==> config.mk <==
export PLATFORM = sky130hd
export DESIGN_NAME = dac_spi_sample_loader
export DESIGN_NICKNAME = d
export VERILOG_FILES = /design/src/rtl/dac_spi_sample_loader.sv
export SDC_FILE = /design/constraint.sdc
export NUM_CORES = 1
export LEC_CHECK = 0
export BUFFER_PORTS_ARGS = -buffer_cell sky130_fd_sc_hd__buf_2
export CAP_MARGIN = 0
export CORE_ASPECT_RATIO = 1.4
export CORE_MARGIN = 4
export CORE_UTILIZATION = 55
export DETAILED_ROUTE_END_ITERATION = 12
export HOLD_SLACK_MARGIN = 0.1
export PLACE_DENSITY = 0.83
export SETUP_SLACK_MARGIN = 0.4
export SLEW_MARGIN = 30
export SYNTH_ARGS = -nofsm -noshare
export SYNTH_HDL_FRONTEND = slang
export SYNTH_SLANG_ARGS = --single-unit
==> constraint.sdc <==
create_clock -name clk -period 1.9 [get_ports clk]
set_clock_uncertainty 0.2 [all_clocks]
set_input_delay 0.285 -clock clk [delete_from_list [all_inputs] [get_ports clk]]
set_output_delay 0.285 -clock clk [all_outputs]
set_load 0.1 [all_outputs]
==> src/rtl/dac_spi_sample_loader.sv <==
// Serial (SPI mode 0, MSB first) sample loader for the PWM DAC.
// Ports: clk/rst_n, sclk/cs_n/mosi link, period_start, clr_flags in;
//        dac_code, code_updated, pending, overrun, frame_err out.
module dac_spi_sample_loader #(
   parameter int            DW         = 12,
   parameter logic [DW-1:0] RESET_CODE = '0
) (
   input  logic          clk,
   input  logic          rst_n,
   input  logic          sclk,
   input  logic          cs_n,
   input  logic          mosi,
   input  logic          period_start,
   input  logic          clr_flags,
   output logic [DW-1:0] dac_code,
   output logic          code_updated,
   output logic          pending,
   output logic          overrun,
   output logic          frame_err
);

   localparam int CW = $clog2(DW + 2);

   typedef enum logic [1:0] {
      IDLE,
      RECV,
      COMMIT
   } state_t;

   state_t state_q, state_d;

   logic sclk_q1, sclk_q2, sclk_h;
   logic cs_q1, cs_q2, cs_h;
   logic mosi_q1, mosi_q2, mosi_h;
   logic [2:0] vld_q;

   logic [DW-1:0] shift_q;
   logic [DW-1:0] buf_q;
   logic [CW-1:0] cnt_q;

   logic sclk_rise, cs_fall, cs_rise;
   logic start, shift_en, commit_ok, commit_bad;

   // Synchronisers plus one history stage each.
   always_ff @(posedge clk) begin
      if (!rst_n) begin
         sclk_q1 <= 1'b0;
         sclk_q2 <= 1'b0;
         sclk_h  <= 1'b0;
         cs_q1   <= 1'b1;
         cs_q2   <= 1'b1;
         cs_h    <= 1'b1;
         mosi_q1 <= 1'b0;
         mosi_q2 <= 1'b0;
         mosi_h  <= 1'b0;
         vld_q   <= '0;
      end else begin
         sclk_q1 <= sclk;
         sclk_q2 <= sclk_q1;
         sclk_h  <= sclk_q2;
         cs_q1   <= cs_n;
         cs_q2   <= cs_q1;
         cs_h    <= cs_q2;
         mosi_q1 <= mosi;
         mosi_q2 <= mosi_q1;
         mosi_h  <= mosi_q2;
         vld_q   <= {vld_q[1:0], 1'b1};
      end
   end

   // vld_q[2] marks cs_h as carrying real link data rather than the
   // reset value, so a cs_n held low through reset is not seen as a fall.
   assign sclk_rise = sclk_q2 & ~sclk_h;
   assign cs_fall   = ~cs_q2 & cs_h & vld_q[2];
   assign cs_rise   = cs_q2 & ~cs_h;

   always_ff @(posedge clk) begin
      if (!rst_n) begin
         state_q <= IDLE;
      end else begin
         state_q <= state_d;
      end
   end

   always_comb begin
      state_d    = state_q;
      start      = 1'b0;
      shift_en   = 1'b0;
      commit_ok  = 1'b0;
      commit_bad = 1'b0;
      unique case (state_q)
         IDLE: begin
            if (cs_fall) begin
               state_d = RECV;
               start   = 1'b1;
            end
         end
         RECV: begin
            shift_en = sclk_rise;
            if (cs_rise) begin
               state_d = COMMIT;
            end
         end
         COMMIT: begin
            state_d = IDLE;
            if (cnt_q == CW'(DW)) begin
               commit_ok = 1'b1;
            end else begin
               commit_bad = 1'b1;
            end
         end
         default: state_d = IDLE;
      endcase
   end

   // Receive shifter; count saturates one past DW so long frames stay bad.
   always_ff @(posedge clk) begin
      if (!rst_n) begin
         shift_q <= '0;
         cnt_q   <= '0;
      end else if (start) begin
         shift_q <= '0;
         cnt_q   <= '0;
      end else if (shift_en) begin
         shift_q <= {shift_q[DW-2:0], mosi_h};
         if (cnt_q != CW'(DW + 1)) begin
            cnt_q <= cnt_q + CW'(1);
         end
      end
   end

   // Double buffer and DAC hand-over. A commit coinciding with
   // period_start refills the buffer just emptied, so no overrun.
   always_ff @(posedge clk) begin
      if (!rst_n) begin
         buf_q        <= '0;
         pending      <= 1'b0;
         dac_code     <= RESET_CODE;
         code_updated <= 1'b0;
      end else begin
         code_updated <= period_start & pending;
         if (period_start && pending) begin
            dac_code <= buf_q;
         end
         if (commit_ok) begin
            buf_q   <= shift_q;
            pending <= 1'b1;
         end else if (period_start) begin
            pending <= 1'b0;
         end
      end
   end

   always_ff @(posedge clk) begin
      if (!rst_n) begin
         overrun   <= 1'b0;
         frame_err <= 1'b0;
      end else begin
         if (commit_ok && pending && !period_start) begin
            overrun <= 1'b1;
         end else if (clr_flags) begin
            overrun <= 1'b0;
         end
         if (commit_bad) begin
            frame_err <= 1'b1;
         end else if (clr_flags) begin
            frame_err <= 1'b0;
         end
      end
   end

endmodule

==> reports/qor.yml, run 1 <==
finalMaxSlewViolations: 0
syn_area_per_cell_sq_um: 9.034
area_growth_pct: 25.23
worstHoldPathType: "in2reg"
route.detailed.drc: 0
max_slew_margin: 0.7536
timing_hold_violations_final: 0
die_y_microns: 81.67
rows: 26
cts_max_level: 3
finalCriticalPeriod_ps: 1514
setup_slack_ps: 386.1
critical_path_class: "reg2reg"
worstMarginPinSlew_ps: 369.6
worstReg2RegStart: "cnt_q[1]$_SDFFE_PP0P_"
grt_overflow_total: 0
clk_pin_slew_ps: 60
antenna_cells: 0
drt_iter0_markers: 48
synth.distinct_cells: 30
syn_inst: 236
avgRoutedWirePerCell_microns: 13.48
fill_cells: 273
reg2reg_to: "cnt_q[0]$_SDFFE_PP0P_"
maxUsedRoutingLayer: "met4"
rsz0062_at_grt: "yes"
grt_pass1_wl_microns: 6624
maxCapViolations: 0
worstPathMaxFanout: 4
antenna_found_initial: 0
vias: 1683
die_area_sq_um: 4951
grtUsageTotal: 0.1820
finalSetupViolations: 0
p_leak_nw: 0.9518
finalCritPeriodShare: 0.7968
cts_tree: "done"
fmax_ghz: 0.6606
drt-met1-wl_microns: 1745
grt_pass1_vias: 1603
viasPerCell: 5.343
place_hpwl_microns: 2461
ys_warn_count: 0
cts_buffers: 9
gp_congestion: 0.7470
die_w_microns: 60.62
syn_nets: 246
crit_path_end: "cnt_q[0]$_SDFFE_PP0P_"
area.sequential_sq_um: 1175
fin_nets: 280
start_kind: "flip-flop"
reg2reg_slack_ps: 390
startpoint: "cnt_q[1]$_SDFFE_PP0P_"
ys_seq_elements: 58
power.density_nw_per_um2: 837.0
core_area_sq_um: 3709
multiInputGateArea_sq_um: 970.9
route.met2.wl_microns: 2255
end_kind: "flip-flop"
vdd_drop_max_mv: 0.6658
critPathArrivalTime_ps: 1570
synth_area_sq_um: 2132
ios: 23
antenna_left: 0
clockRootBuffer: "clkbuf_8"
layout-drive-gt1-share: 0.2308
place_ws_ps: 223.6
port-buffer-count: 22
clock-sinks: 58
dr_wl_met3_microns: 181
drt_wl_total_microns: 4246
clk_latency_ps: 330
dr.pass1.iters: 4
outcome: "complete, no violations"
required_ps: 1950
start_util: 0.5749
reg2reg_depth: 5
yosysSeqAreaShare: 0.5446
finalSetupTns_ps: 0
grt_max_degree: 29
cts_buffer_depth: 2
## layer usage
layer	vias up	global-route usage
met4	0	0.1063
li1	867	-
met3	5	0.06761
met5	-	0
met1	780	0.1838
met2	31	0.3116
## cell usage in the layout, fill, tap and decap left out, types with 2 or more instances in the layout
cell,synthesis,layout
dfxtp_4,0,2
dfxtp_2,0,5
a21oi_2,0,2
nand3_1,14,13
dfxtp_1,58,51
o22ai_1,2,2
buf_4,1,24
nand2b_1,4,3
clkbuf_1,7,3
buf_2,6,6
dlygate4sd3_1,0,6
clkbuf_8,0,11
and3_4,0,2
nand3b_1,2,2
nor2b_1,2,2
and2_1,11,11
o21ai_1,0,3
o21ai_0,15,12
a21boi_0,23,23
inv_1,5,5
a21boi_1,2,2
nand2_1,50,50
ha_2,0,2
a21oi_1,16,14
## cell families after synthesis
group,after synthesis,share of synthesized area
adder cells (fa/ha/maj),3,0.01761
AO/OA/AOI/OAI,63,0.1878
buffers and inverters,20,0.04108
flip-flops,58,0.5446
AND/OR/NAND/NOR,92,0.2089
## stage by stage
stage / util / hold WS [ps] / total power [mW] / std cells / cell area, sq um
4_1_cts: 0.7007 / 112.8 / 2.246 / 313 / 2599
2_1_floorplan: - / 112.7 / 1.283 / 236 / 2138
3_3_place_gp: 0.6167 / 195.4 / 1.297 / 290 / 2287
6_report: 0.7200 / 109.2 / 2.235 / 315 / 2670
3_5_place_dp: 0.6167 / 201.0 / 1.298 / 290 / 2287
5_1_grt: 0.7200 / 123.9 / 2.313 / 315 / 2670
## power by group
group	switching (mW)	internal [mW]
sequential	0.00482	1.22
combinational	0.0251	0.0293
clock	0.420	0.531
## state kept, by name, summed over array words and instances (netlist names), 2 cells and up
| register | flops |
|---|---|
| dac_code | 12 |
| buf_q | 12 |
| shift_q | 12 |
| state_q | 2 |
| vld_q | 3 |
| cnt_q | 4 |
## how the worst min path moves through the flow
stage / start / to / slack (ps) / cells after the start
floorplan: rst_n / vld_q[0]$_DFF_P_ / 110 / 0
global placement: cs_q1$_SDFF_PN1_ / cs_q2$_SDFF_PN1_ / 200 / 1
detailed placement: cs_q1$_SDFF_PN1_ / cs_q2$_SDFF_PN1_ / 200 / 1
CTS: rst_n / vld_q[1]$_SDFF_PN0_ / 110 / 2
global route: rst_n / sclk_q2$_SDFF_PN0_ / 120 / 2
finish: rst_n / sclk_q2$_SDFF_PN0_ / 110 / 2
## Yosys cell counts
cell       count  area, sq um
and2_1        11        68.82
dfxtp_1       58         1161
a21boi_0      23        172.7
clkbuf_1       7        26.28
nor2b_1        2        12.51
o21ai_0       15        75.07
buf_2          6        30.03
nor3_1         1        5.000
a21oi_1       16        80.08
and3_1         3        18.77
o31ai_2        1        12.51
inv_1          5        18.77
nand2_1       50        187.7
nor4_1         1        6.260
buf_4          1        7.510
o21a_1         1        7.510
a41oi_1        1        8.760
nand3b_1       2        15.01
nor4bb_1       1        10.01
clkbuf_2       1        5.000
a21boi_1       2        15.01
ha_1           3        37.54
nand4bb_1      1        11.26
a311oi_1       1        8.760
or3_1          1        6.260
nor4b_1        1        8.760
nand2b_1       4        25.02
o22ai_1        2        12.51
nand3_1       14        70.07
a211oi_1       1        7.510
## critical path: stages (launching register included)
cell and delay, ps:
dfxtp_2 330, inv_1 60, ha_2 190, and3_4 190
or3_1 340, a21oi_2 140
## final cells by class
| type | count | area share |
|---|---|---|
| flip-flops and latches | 58 | 0.4400 |
| well taps | 42 | 0.01968 |
| repair buffers | 37 | 0.1087 |
| multi-input cells | 159 | 0.3636 |
| inverters | 5 | 0.007029 |
| clock buffers | 14 | 0.06092 |
## what timing repair did
item	4_1_cts	5_1_grt
hold endpoints to repair	9	0
pin swaps	1	4
setup buffers	3	1
gates resized for setup	24	16
endpoints found under the setup margin	34	30
hold buffers	6	0
cloned	0	1
(Power assumes the default switching activity.)
==> run 2, diff against run 1 <==
Settings changed: ABC_AREA set to 1.
Clock period 1.9 ns to 1.4 ns, I/O delays scaled along.
==> reports/qor.yml, run 2 <==
hold_depth: 2  # unchanged
top_regs: "buf_q x12, dac_code x12, shift_q x12"  # unchanged
syn_area_per_cell_sq_um: 8.140  # was 9.034 sq um
use_met1: 0.2398  # was 0.1838
die_w_microns: 60.73  # was 60.62 microns
outcome: "finished, violations left"  # was complete, no violations
whs_ps: -119.7  # was 109.2 ps
timing_hold_violations_final: 3  # was 0
finalCriticalPeriod_ps: 1557  # was 1514 ps
dr.pass1.iters: 5  # was 4
synthXorXnorAreaFrac: 0  # unchanged
total_power_mw: 3.312  # was 2.235 mW
area_growth_pct: 64.70  # was 25.23%
final_common_cell: "dfxtp_1"  # unchanged
route.detailed.drc: 0  # unchanged
synth_top_cell_area_share: 0.5424  # was 0.5446
fin_cells: 361  # was 315
yosysMostFrequentCell: "dfxtp_1"  # unchanged
finalSetupTns_ps: -1261  # was 0 ps
reg2reg_depth: 8  # was 5
synth_top_family_by_area: "simple AND/OR/NAND/NOR gates"  # unchanged
syn_inst: 263  # was 236
grt_max_degree: 35  # was 29
grtUsageTotal: 0.2465  # was 0.1820
start_kind: "flip-flop"  # unchanged
stdcell_area_sq_um: 3526  # was 2670 sq um
finalMaxSlewViolations: 0  # unchanged
grt_pass1_vias: 1950  # was 1603
fin_nets: 325  # was 280
drt_iter0_markers: 279  # was 48
vdd_drop_max_mv: 1.348  # was 0.6658 mV
final_cell_mix: "dfxtp_1 (37), nand2_1 (33), nor2_1 (26), buf_12 (20), dfxtp_4 (19)"  # was dfxtp_1 (51), nand2_1 (50), buf_4 (24), a21boi_0 (23), a21oi_1 (14)
drt_wl_total_microns: 8901  # was 4246 microns
clk_latency_ps: 350  # was 330 ps
clockRootBuffer: "clkbuf_8"  # unchanged
die_area_sq_um: 4969  # was 4951 sq um
port-buffer-count: 22  # unchanged
synth_compound_area_frac: 0.1227  # was 0.1878
max_slew_margin: 0.7692  # was 0.7536
finalCritPeriodShare: 1.112  # was 0.7968
synth_area_sq_um: 2141  # was 2132 sq um
cp_slowest_cell: "dfxtp_4"  # was or3_1
layout-drive-gt1-share: 0.5643  # was 0.2308
dpl_cell_area_sq_um: 2643  # was 2287 sq um
place_ws_ps: -38.87  # was 223.6 ps
worstPathMaxFanout: 8  # was 4
critical_path_class: "reg2reg"  # unchanged
avgRoutedWirePerCell_microns: 24.66  # was 13.48 microns
required_ps: 1440  # was 1950 ps
antenna_found_initial: 0  # unchanged
start_util: 0.5773  # was 0.5749
vias: 2350  # was 1683
grt.met3_usage: 0.06447  # was 0.06761
synth_largest_area_cell: "dfxtp_1"  # unchanged
synth.area.mux_share: 0  # unchanged
yosysSeqAreaShare: 0.5424  # was 0.5446
cts_hold_buf: 2  # was 6
finalSetupViolations: 25  # was 0
synth.distinct_cells: 25  # was 30
post-place-cells: 320  # was 290
synth_edf_count: 0  # unchanged
core_area_sq_um: 3709  # unchanged
ios: 23  # unchanged
synth-simple-area-share: 0.2355  # was 0.2089
cts_buffers: 9  # unchanged
end_kind: "flip-flop"  # unchanged
crit_path_max_incr_delay_ps: 380  # was 340 ps
setup_slack_ps: -156.9  # was 386.1 ps
cts_buffer_depth: 2  # unchanged
reg2reg_slack_ps: -160  # was 390 ps
place_hpwl_microns: 2628  # was 2461 microns
worstPathCellList: "inv_4 > ha_4 > nand3_4 > inv_6 > nand2_8 > inv_8 > nor2_2 > nor2_1"  # was inv_1 > ha_2 > and3_4 > or3_1 > a21oi_2
synthAdderAreaFrac: 0.01753  # was 0.01761
failed_checks: "hold timing, setup timing"
die_y_microns: 81.82  # was 81.67 microns
busiest_layer: "met2"  # unchanged
use_met2: 0.4347  # was 0.3116
fmax_ghz: 0.6423  # was 0.6606 GHz
rsz0062_at_grt: "yes"  # unchanged
grt_pass1_wl_microns: 8928  # was 6624 microns
maxCapViolations: 0  # unchanged
p_leak_nw: 1.385  # was 0.9518 nW
final_util: 0.9507  # was 0.7200
antenna_cells: 0  # unchanged
cts_max_level: 3  # unchanged
clk_pin_slew_ps: 60  # about the same
ys_seq_elements: 58  # unchanged
power.density_nw_per_um2: 939.3  # was 837.0 nW/um^2
synth_area_leaders: "dfxtp_1 (54%), nand2_1 (9.3%), nor2_1 (8.9%)"  # was dfxtp_1 (54%), nand2_1 (8.8%), a21boi_0 (8.1%)
antenna_left: 0  # unchanged
critPathArrivalTime_ps: 1600  # was 1570 ps
viasPerCell: 6.510  # was 5.343
cts_tree: "done"  # unchanged
worstMarginPinSlew_ps: 345.8  # was 369.6 ps
rows: 26  # unchanged
ys.flop_type: "dfxtp_1"  # unchanged
grt_overflow_total: 0  # unchanged
synth_common_cells: "dfxtp_1 (58), nand2_1 (53), nor2_1 (51)"  # was dfxtp_1 (58), nand2_1 (50), a21boi_0 (23)
gp_congestion: 0.6879  # was 0.7470
ys_warn_count: 0  # unchanged
async_reset_ff_frac: 0  # unchanged
clock-sinks: 58  # unchanged
syn_nets: 273  # was 246
worstHoldPathType: "in2reg"  # unchanged
[run 2: cell count changes in the layout (fill, tap and decap cells not counted), moves of 12 or more]
cell / before / now
nor2_1: 0 / 26
a21boi_0: 23 / 0
buf_12: 1 / 20
dfxtp_4: 2 / 19
nand2_1: 50 / 33
nor2_4: 0 / 17
a21oi_2: 2 / 16
dfxtp_1: 51 / 37
inv_1: 5 / 18
nand2_2: 0 / 13
a21oi_1: 14 / 2
nor2_2: 0 / 12
o21ai_0: 12 / 0
[run 2: per-layer routing]
metal  wire, microns  part of all wire
met2            4341              0.49
met3             862             0.097
met1            2836              0.32
met5               0                 0
met4             860             0.097
[run 2: cells by family (layout without fill, tap and decap cells)]
group	count (synthesis)	count (layout)
DFF	58	58
AOI/OAI and AO/OA	45	45
adders and majority gates	3	3
buffers and inverters	36	90
and+or+nand+nor	121	123
[run 2: path summary, 6_finish.rpt]
check | startpoint | to
worst min register to register | vld_q[0]$_DFF_P_ | vld_q[1]$_SDFF_PN0_
worst min-delay path | cs_n | cs_q1$_SDFF_PN1_
worst max-delay path | cnt_q[0]$_SDFFE_PP0P_ | buf_q[1]$_SDFFE_PN0P_
worst max register to register | cnt_q[0]$_SDFFE_PP0P_ | buf_q[1]$_SDFFE_PN0P_
[run 2: timing repair]
item	4_1_cts	5_1_grt
setup endpoints to repair	60	62
gates cloned	4	3
pin swaps	11	16
gates resized for setup	38	75
endpoints found under the hold margin	11	7
setup buffers	9	8
[run 2: layout make-up]
| type | count | area, sq um |
|---|---|---|
| multi-input combinational | 171 | 1237 |
| inverter | 25 | 126.4 |
| tap | 42 | 52.55 |
| timing repair inverter | 2 | 25.02 |
| sequential | 58 | 1235 |
| clock inverter | 3 | 40.04 |
| clock buffer | 12 | 145.1 |
| timing repair buffer | 48 | 664.4 |
| fill | 92 | 182.7 |
[run 2: worst max-delay path: cells and delay by family, from the launching register on]
| kind | cells | cell delay (ps) |
|---|---|---|
| AND/OR/NAND/NOR | 4 | 440 |
| flip-flops | 1 | 380 |
| buffers and inverters | 3 | 300 |
| adder cells (fa/ha/maj) | 1 | 130 |
[run 2: where the power goes]
group	internal (mW)	switching (mW)
sequential	1.63	0.00820
combinational	0.0526	0.0916
clock	0.857	0.675
